--- src/rtl/irq_pkg.sv ---
// Shared types and constants for the interrupt controller.
package irq_pkg;

  typedef enum logic [1:0] {
    ST_IDLE   = 2'd0,
    ST_ASSERT = 2'd1,
    ST_DRAIN  = 2'd2
  } irq_state_e;

  localparam logic [1:0]  REG_MASK   = 2'd0;
  localparam logic [1:0]  REG_PEND   = 2'd1;
  localparam logic [1:0]  REG_EDGE   = 2'd2;
  localparam logic [1:0]  REG_CAUSE  = 2'd3;
  localparam logic [15:0] CAUSE_NONE = 16'hFFFF;

endpackage

--- src/rtl/irq_ctrl_if.sv ---
// Core-facing IRQ handshake plus the software register port.
interface irq_ctrl_if;

  logic        irq_en_in;
  logic        irq_ack;
  logic        irq_out;
  logic        reg_we;
  logic [1:0]  reg_addr;
  logic [15:0] reg_wdata;
  logic [15:0] reg_rdata;

  modport master (
    output irq_en_in, irq_ack, reg_we, reg_addr, reg_wdata,
    input  irq_out, reg_rdata
  );

  modport slave (
    input  irq_en_in, irq_ack, reg_we, reg_addr, reg_wdata,
    output irq_out, reg_rdata
  );

endinterface

--- src/rtl/irq_prio_enc.sv ---
// Lowest-index-wins priority encoder: vector -> {valid, 4-bit index}.
module irq_prio_enc #(
  parameter int unsigned N = 8
) (
  input  logic [N-1:0] vec,
  output logic         valid,
  output logic [3:0]   idx
);

  // Scan from the top down so the lowest set bit is the last one written.
  always_comb begin
    valid = |vec;
    idx   = '0;
    for (int unsigned i = N; i > 0; i--) begin
      if (vec[i-1]) idx = 4'(i - 1);
    end
  end

endmodule

--- src/rtl/irq_ctrl.sv ---
// Multi-source interrupt controller driving the core's single IRQ line.
module irq_ctrl
  import irq_pkg::*;
#(
  parameter int unsigned N_SRC   = 8,
  parameter int unsigned SYNC_EN = 1
) (
  input  logic             clk,
  input  logic             rst,
  input  logic [N_SRC-1:0] src_irq,
  irq_ctrl_if.slave        bus
);

  logic [N_SRC-1:0] s;
  logic [N_SRC-1:0] s_prev_q, s_prev_d;
  logic [N_SRC-1:0] mask_q, mask_d;
  logic [N_SRC-1:0] edge_sel_q, edge_sel_d;
  logic [N_SRC-1:0] pending_q, pending_d;
  logic [15:0]      cause_q, cause_d;
  logic [3:0]       cur_id_q, cur_id_d;
  logic             irq_out_q, irq_out_d;
  irq_state_e       state_q, state_d;

  logic [N_SRC-1:0] rise, w1c, ack_clr, req;
  logic             ack_take, req_valid;
  logic [3:0]       req_id;
  logic             unused_wdata;

  if (SYNC_EN != 0) begin : g_sync
    logic [N_SRC-1:0] sync1_q, sync1_d, sync2_q, sync2_d;

    // Two-flop synchroniser feeding the pending logic.
    always_comb begin
      sync1_d = src_irq;
      sync2_d = sync1_q;
    end

    // Synchroniser flops.
    always_ff @(posedge clk) begin
      if (rst) begin
        sync1_q <= '0;
        sync2_q <= '0;
      end else begin
        sync1_q <= sync1_d;
        sync2_q <= sync2_d;
      end
    end

    assign s = sync2_q;
  end else begin : g_nosync
    assign s = src_irq;
  end

  assign unused_wdata = ^bus.reg_wdata;

  // Register writes, edge detect and pending update (set beats any clear).
  always_comb begin
    s_prev_d   = s;
    rise       = s & ~s_prev_q;
    ack_take   = (state_q == ST_ASSERT) && bus.irq_ack;
    w1c        = (bus.reg_we && bus.reg_addr == REG_PEND) ? bus.reg_wdata[N_SRC-1:0] : '0;
    mask_d     = (bus.reg_we && bus.reg_addr == REG_MASK) ? bus.reg_wdata[N_SRC-1:0] : mask_q;
    edge_sel_d = (bus.reg_we && bus.reg_addr == REG_EDGE) ? bus.reg_wdata[N_SRC-1:0] : edge_sel_q;
    ack_clr    = '0;
    pending_d  = '0;
    for (int unsigned i = 0; i < N_SRC; i++) begin
      ack_clr[i] = ack_take && (cur_id_q == 4'(i));
      if (edge_sel_q[i]) pending_d[i] = rise[i] | (pending_q[i] & ~w1c[i] & ~ack_clr[i]);
      else               pending_d[i] = s[i];
    end
  end

  // Arbitration looks at next-cycle pending so a new edge raises irq_out on
  // the same edge that latches it into PENDING.
  assign req = pending_d & mask_q;

  irq_prio_enc #(.N(N_SRC)) u_prio (
    .vec   (req),
    .valid (req_valid),
    .idx   (req_id)
  );

  // IRQ handshake FSM: next state and registered outputs.
  always_comb begin
    state_d   = state_q;
    irq_out_d = irq_out_q;
    cur_id_d  = cur_id_q;
    cause_d   = cause_q;
    case (state_q)
      ST_IDLE: begin
        irq_out_d = 1'b0;
        if (bus.irq_en_in && req_valid) begin
          cur_id_d  = req_id;
          irq_out_d = 1'b1;
          state_d   = ST_ASSERT;
        end
      end
      ST_ASSERT: begin
        irq_out_d = 1'b1;
        if (bus.irq_ack) begin
          irq_out_d = 1'b0;
          cause_d   = {12'h000, cur_id_q};
          state_d   = ST_DRAIN;
        end else if (!bus.irq_en_in) begin
          irq_out_d = 1'b0;
          state_d   = ST_IDLE;
        end
      end
      ST_DRAIN: begin
        irq_out_d = 1'b0;
        if (!bus.irq_en_in) state_d = ST_IDLE;
      end
      default: begin
        irq_out_d = 1'b0;
        state_d   = ST_IDLE;
      end
    endcase
  end

  // State and register file flops.
  always_ff @(posedge clk) begin
    if (rst) begin
      s_prev_q   <= '0;
      mask_q     <= '0;
      edge_sel_q <= '1;
      pending_q  <= '0;
      cause_q    <= CAUSE_NONE;
      cur_id_q   <= '0;
      irq_out_q  <= 1'b0;
      state_q    <= ST_IDLE;
    end else begin
      s_prev_q   <= s_prev_d;
      mask_q     <= mask_d;
      edge_sel_q <= edge_sel_d;
      pending_q  <= pending_d;
      cause_q    <= cause_d;
      cur_id_q   <= cur_id_d;
      irq_out_q  <= irq_out_d;
      state_q    <= state_d;
    end
  end

  assign bus.irq_out = irq_out_q;

  // Combinational register read; vector bits above N_SRC read as zero.
  always_comb begin
    bus.reg_rdata = '0;
    case (bus.reg_addr)
      REG_MASK:  bus.reg_rdata = 16'(mask_q);
      REG_PEND:  bus.reg_rdata = 16'(pending_q);
      REG_EDGE:  bus.reg_rdata = 16'(edge_sel_q);
      REG_CAUSE: bus.reg_rdata = cause_q;
      default:   bus.reg_rdata = '0;
    endcase
  end

endmodule
--- src/flat_wrapper.sv ---
// flat-port wrapper written by rule: the top's interface ports become plain ports
module irq_ctrl_flat import irq_pkg::*;
#(
  parameter int unsigned N_SRC   = 8,
  parameter int unsigned SYNC_EN = 1
)
  (clk, rst, src_irq, bus_irq_en_in, bus_irq_ack, bus_reg_we, bus_reg_addr, bus_reg_wdata, bus_irq_out, bus_reg_rdata);
  irq_ctrl_if bus_i ();
  input  logic clk;
  input  logic rst;
  input  logic [N_SRC-1:0] src_irq;
  input wire logic [$bits(bus_i.irq_en_in)-1:0] bus_irq_en_in;
  input wire logic [$bits(bus_i.irq_ack)-1:0] bus_irq_ack;
  input wire logic [$bits(bus_i.reg_we)-1:0] bus_reg_we;
  input wire logic [$bits(bus_i.reg_addr)-1:0] bus_reg_addr;
  input wire logic [$bits(bus_i.reg_wdata)-1:0] bus_reg_wdata;
  output wire logic [$bits(bus_i.irq_out)-1:0] bus_irq_out;
  output wire logic [$bits(bus_i.reg_rdata)-1:0] bus_reg_rdata;
  assign bus_i.irq_en_in = bus_irq_en_in;
  assign bus_i.irq_ack = bus_irq_ack;
  assign bus_i.reg_we = bus_reg_we;
  assign bus_i.reg_addr = bus_reg_addr;
  assign bus_i.reg_wdata = bus_reg_wdata;
  assign bus_irq_out = bus_i.irq_out;
  assign bus_reg_rdata = bus_i.reg_rdata;
  irq_ctrl #(.N_SRC(N_SRC), .SYNC_EN(SYNC_EN)) u_core (.clk(clk), .rst(rst), .src_irq(src_irq), .bus(bus_i));
endmodule
--- config.mk ---
export PLATFORM = sky130hd
export DESIGN_NAME = irq_ctrl_flat
export DESIGN_NICKNAME = d
export VERILOG_FILES = /design/src/rtl/irq_pkg.sv /design/src/rtl/irq_ctrl_if.sv /design/src/rtl/irq_prio_enc.sv /design/src/rtl/irq_ctrl.sv /design/src/flat_wrapper.sv
export SDC_FILE = /design/constraint.sdc
export NUM_CORES = 1
export LEC_CHECK = 0
export BUFFER_PORTS_ARGS = -buffer_cell sky130_fd_sc_hd__buf_2
export CORE_ASPECT_RATIO = 1.5
export CORE_UTILIZATION = 40
export DETAILED_ROUTE_END_ITERATION = 8
export GPL_ROUTABILITY_DRIVEN = 0
export SKIP_CTS_REPAIR_TIMING = 1
export SLEW_MARGIN = 20
export SYNTH_ARGS = -nofsm -noshare
export SYNTH_HDL_FRONTEND = slang
export SYNTH_SLANG_ARGS = --single-unit
--- constraint.sdc ---
create_clock -name clk -period 3.2 [get_ports clk]
set_input_delay 0.16 -clock clk [delete_from_list [all_inputs] [get_ports clk]]
set_output_delay 0.16 -clock clk [all_outputs]
set_load 0.05 [all_outputs]
Word-level counts from Yosys, hierarchy flattened
Cells that the tools add are included.
{"block": "word_totals", "elab_cells": 111, "out_inout_bits": 17, "input_bits": 31, "ff_bits": 71}
{"block": "classes", "bitwise_logic": 43, "mux": 26, "reduce_logical": 19, "eq_ne": 13}
{"operator": "$pmux W16 S4", "count": 1}
{"operator": "$mux W4", "count": 7}
{"operator": "$and A1 B1 Y1", "count": 16}
{"operator": "$and A8 B8 Y8", "count": 2}
{"operator": "$eq A4 B3 Y1 const B", "count": 4}
{"operator": "$not A1 Y1", "count": 16}
{"operator": "$logic_and A1 B1 Y1", "count": 13}
{"operator": "$mux W1", "count": 11}
{"operator": "$eq A4 B2 Y1 const B", "count": 2}
{"operator": "$mux W8", "count": 1}
{"operator": "$not A8 Y8", "count": 1}
{"operator": "$or A1 B1 Y1", "count": 8}
{"operator": "$reduce_or A8 Y1", "count": 1}
{"operator": "$eq A2 B2 Y1 const B", "count": 3}
{"operator": "$mux W2", "count": 3}
{"operator": "$pmux W2 S3", "count": 1}
{"operator": "$eq A2 B1 Y1 const B", "count": 2}
{"operator": "$eq A4 B1 Y1 const B", "count": 1}
{"operator": "$logic_not A2 Y1", "count": 2}
{"operator": "$logic_not A4 Y1", "count": 1}
{"operator": "$reduce_and A2 Y1", "count": 2}
{"operator": "$mux W3", "count": 1}
{"operator": "$ne A2 B1 Y1 const B", "count": 1}
{"operator": "$pmux W1 S2", "count": 1}

Longest topological paths before layout
{"block": "depth", "word_depth": 17, "depth_mapped": 7, "ltp_nobuf": 6}

Modules after synthesis
From an unflattened synthesis, not the netlist that was laid out.
{"block": "hier_totals", "hier_cells": 279, "area_unflattened_um2": 2713.9}
{"mod": "irq_ctrl", "seq_area_each_um2": 1201.2, "area_per_inst_um2": 2621.3, "instances": 1, "cells_each": 264}
{"mod": "irq_prio_enc", "seq_area_each_um2": 0.0, "area_per_inst_um2": 92.6, "instances": 1, "cells_each": 15}

Worst setup path after synthesis
No wires, ideal clock.
{"block": "synth_path", "path_kind": "input-to-output", "startpoint": "input bus_reg_addr[1]", "endpoint": "output bus_reg_rdata[10]", "path_buffers": 2, "stages": 3, "t_arrival_ns": 1.598, "required_time_ns": 3.040, "path_slack_ns": 1.442, "path_cell_list": "buf_1 -> and3_1 -> buf_4"}
{"block": "synth_between", "elab_chain_len": 2, "word_cells_on_any_way": 5, "classes_between": "eq/ne (3); mux (1); reduce/logical (1)"}
{"element": "start: declaration", "line_no": "flat_wrapper.sv:15", "source": "input wire logic [$bits(bus_i.reg_addr)-1:0] bus_reg_addr;"}
{"element": "$eq A2 B2 Y1, or another cell as far along", "line_no": "irq_ctrl.sv:148", "source": "case (bus.reg_addr)"}
{"element": "$pmux W16 S4 (*)", "line_no": "irq_ctrl.sv:148"}
{"element": "end: declaration", "line_no": "flat_wrapper.sv:18", "source": "output wire logic [$bits(bus_i.reg_rdata)-1:0] bus_reg_rdata;"}
Mark *: on every way between the ends. The rest lies on a longest branch, timed or not.

Final worst setup path
{"block": "layout_path", "startpoint": "input bus_reg_addr[0]", "endpoint": "register u_core.cur_id_q[0]"}
{"block": "layout_between", "elab_chain_len": 17, "word_cells_on_any_way": 55, "classes_between": "eq/ne (1); mux (17); bitwise (33); reduce/logical (4)"}
{"element": "$eq A2 B1 Y1 (*)", "line_no": "irq_ctrl.sv:61", "source": "w1c = (bus.reg_we && bus.reg_addr == REG_PEND) ? bus.reg_wdata[N_SRC-1:0] : '0;"}
{"element": "$logic_and A1 B1 Y1 (*)", "line_no": "irq_ctrl.sv:61"}
{"element": "$mux W8 (*)", "line_no": "irq_ctrl.sv:61"}
{"element": "$not A1 Y1", "line_no": "irq_ctrl.sv:68", "source": "if (edge_sel_q[i]) pending_d[i] = rise[i] | (pending_q[i] & ~w1c[i] & ~ack_clr[i]);"}
{"element": "$and A1 B1 Y1 (2 in a row)", "line_no": "irq_ctrl.sv:68"}
{"element": "$or A1 B1 Y1", "line_no": "irq_ctrl.sv:68"}
{"element": "$mux W1", "line_no": "irq_ctrl.sv:68"}
{"element": "$and A8 B8 Y8 (*)", "line_no": "irq_ctrl.sv:75", "source": "assign req = pending_d & mask_q;"}
{"element": "$mux W3", "line_no": "irq_prio_enc.sv:15", "source": "if (vec[i-1]) idx = 4'(i - 1);"}
{"element": "$mux W4 (7 in a row)", "line_no": "irq_prio_enc.sv:15"}
{"element": "end signal: assignment", "line_no": "irq_ctrl.sv:137", "source": "cur_id_q <= cur_id_d;"}
{"element": "end: declaration", "line_no": "irq_ctrl.sv:20", "source": "logic [3:0] cur_id_q, cur_id_d;"}
Marked as above.
A chain may end at the register's enable or synchronous reset.

==> results.json <==
{
  "worstSetupStartpointType": "input port",
  "end_kind": "register",
  "clockRootBuffer": "clkbuf_8",
  "synth_top_cell_by_area": "dfxtp_1",
  "yosysTopAreaCellShare": 0.447,
  "synth_area_leaders": "dfxtp_1, mux4_2, nor2b_1",
  "postSynthAreaPerCell_um2": 9.94,
  "finalCriticalPeriod_ns": 2.03,
  "layout_setup_ws_ns": 1.17,
  "antenna_found_initial": 0,
  "tightest_slew_ns": 1.07,
  "regArea_um2": 1160,
  "outcome": "finished, final reports clean",
  "area_growth_pct": 14.6,
  "grt_pass1_wl_um": 9080,
  "hold_class": "input port to register",
  "num_io_pins": 48,
  "drt-initial-drc-count": 77,
  "cp.required_ns": 3.42,
  "fillers": 606,
  "vias_per_cell": 5.30,
  "ys_seq_elements": 58,
  "initial_core_util": 0.417,
  "n_antenna_cell": 0,
  "die_h_um": 101,
  "grt_pass1_vias": 1861,
  "min_path_cells": 2,
  "maxCapViolations": 0,
  "synth_edf_count": 0,
  "layout_commonest_cell": "dfxtp_1",
  "syn_nets": 292,
  "p_per_area_nw_per_um2": 534,
  "cts_tree": "built",
  "yosysSeqAreaShare": 0.447,
  "yosysWarnings": 0,
  "grt_max_degree": 61,
  "finalSetupViolCount": 0,
  "hold_viol_final": 0,
  "portBuffers": 39,
  "hp-start": "src_irq[5]",
  "clockBufferDepth": 2,
  "drc": 0,
  "slew_headroom": 0.290,
  "die_x_um": 67.8,
  "clock_skew_ns": 0.00680,
  "numCtsBuffers": 9,
  "arrival_ns": 2.25,
  "peakVddDrop_uv": 329,
  "wl_um": 5570,
  "worst-r2r-setup-slack_ns": 1.18,
  "place_ws_ns": 0.837,
  "syn_inst": 261,
  "p_leak_nw": 1.20,
  "core_area_um2": 6220,
  "fin_crit_sh": 0.634,
  "overflow": 0,
  "clk_pin_slew_ns": 0.06,
  "fmax_ghz": 0.493,
  "final_cell_area_um2": 2970,
  "nets": 324,
  "whs_endpoint": "u_core.g_sync.sync1_q[5]",
  "place_area_um2": 2790,
  "rsz0062_at_grt": "false",
  "holdWs_ns": 0.0273,
  "antenna_left": 0,
  "path_class": "input port to register",
  "drive_gt1_frac": 0.246,
  "ys.flop_type": "dfxtp_1",
  "final_cell_mix": "dfxtp_1, buf_2, nand2_1, nor2b_1, nor2_1",
  "num_rows": 35,
  "dp_hpwl_um": 3820,
  "tns_ns": 0,
  "vias": 1968,
  "reg2reg_to": "u_core.cur_id_q[0]",
  "reg2regPathDepth": 6,
  "firstDrtPassIters": 4,
  "slew_viol_final": 0,
  "multi_input_area_um2": 1310,
  "track_usage": 0.186,
  "timing.rr.start": "u_core.state_q[1]",
  "cp_max_fo": 13,
  "wire_per_inst_um": 15.0,
  "syn_area_um2": 2590,
  "insertion_delay_ns": 0.34,
  "htree_levels": 3,
  "clock_sinks": 58,
  "ys_types": 46,
  "design.die.area_um2": 6820,
  "p_total_mw": 1.59,
  "ys_async_sr_fraction": 0
}
## per-layer routing
layer  share of wire  wire (um)  GRT usage
met4           0.018         99     0.0884
met2            0.49       2740      0.300
met3           0.041        229     0.0577
met5               0          0          0
met1            0.45       2500      0.220
## state kept, by name, summed over array words and instances, names as in the netlist
register,flops
u_core.mask_q,8
u_core.pending_q,8
u_core.s_prev_q,8
u_core.g_sync.sync1_q,8
u_core.g_sync.sync2_q,8
u_core.cur_id_q,3
u_core.cause_q,4
u_core.state_q,2
u_core.edge_sel_q,8
u_core.bus.irq_out,1
## power breakdown
group | switching (mW) | internal (mW) | leakage [nW] | total, mW
clock network | 0.269 | 0.358 | 0.101 | 0.627
logic | 0.123 | 0.0687 | 0.625 | 0.192
registers | 0.0182 | 0.751 | 0.475 | 0.769
total | 0.410 | 1.18 | 1.20 | 1.59
## worst max-delay path by stage
| stage | from | cells after the start | end | slack [ns] |
|---|---|---|---|---|
| CTS | u_core.state_q[1] | 6 | u_core.cur_id_q[0] | 1.17 |
| global route | u_core.state_q[1] | 6 | u_core.cur_id_q[0] | 1.05 |
| detailed placement | bus_reg_addr[1] | 7 | u_core.cur_id_q[0] | 0.84 |
| finish | bus_reg_addr[0] | 7 | u_core.cur_id_q[0] | 1.17 |
| floorplan | bus_reg_addr[1] | 3 | bus_reg_rdata[10] | 1.44 |
| global placement | bus_reg_addr[1] | 7 | u_core.cur_id_q[0] | 0.85 |
## per-stage QoR
| step | instances | utilization |
|---|---|---|
| 3_5_place_dp | 356 | 0.448 |
| 3_3_place_gp | 356 | 0.448 |
| 6_report | 371 | 0.478 |
| 4_1_cts | 371 | 0.478 |
| 2_1_floorplan | 261 | - |
| 5_1_grt | 371 | 0.478 |
## cells in the mapped netlist (6+ instances only)
master and n:
a21boi_0 8, and3_1 6, buf_4 7, clkbuf_1 7, dfxtp_1 58, mux2i_1 9
mux4_2 8, nand2_1 31, nand3b_1 11, nor2_1 23, nor2b_1 26
## cells by family after synthesis
| family | count (synthesis) | share of synthesized area |
|---|---|---|
| compound gates | 44 | 0.145 |
| buf+inv | 23 | 0.0463 |
| simple gates | 119 | 0.257 |
| flops | 58 | 0.447 |
| mux | 17 | 0.104 |
## final cells by class
cell class	instances	area share
clock buffers	13	0.0602
clock inverters	2	0.00337
repair buffers	40	0.0682
inverters	4	0.00505
well taps	74	0.0311
multi-input cells	180	0.442
flip-flops and latches	58	0.390
## worst max-delay path, cell delays in order
cell	delay (ns)
buf_2	0.28
and3b_1	0.54
a221oi_1	0.17
or2_1	0.34
nor4_4	0.47
a2111o_1	0.22
o211ai_2	0.07
Power figures use the tool's default switching activity.
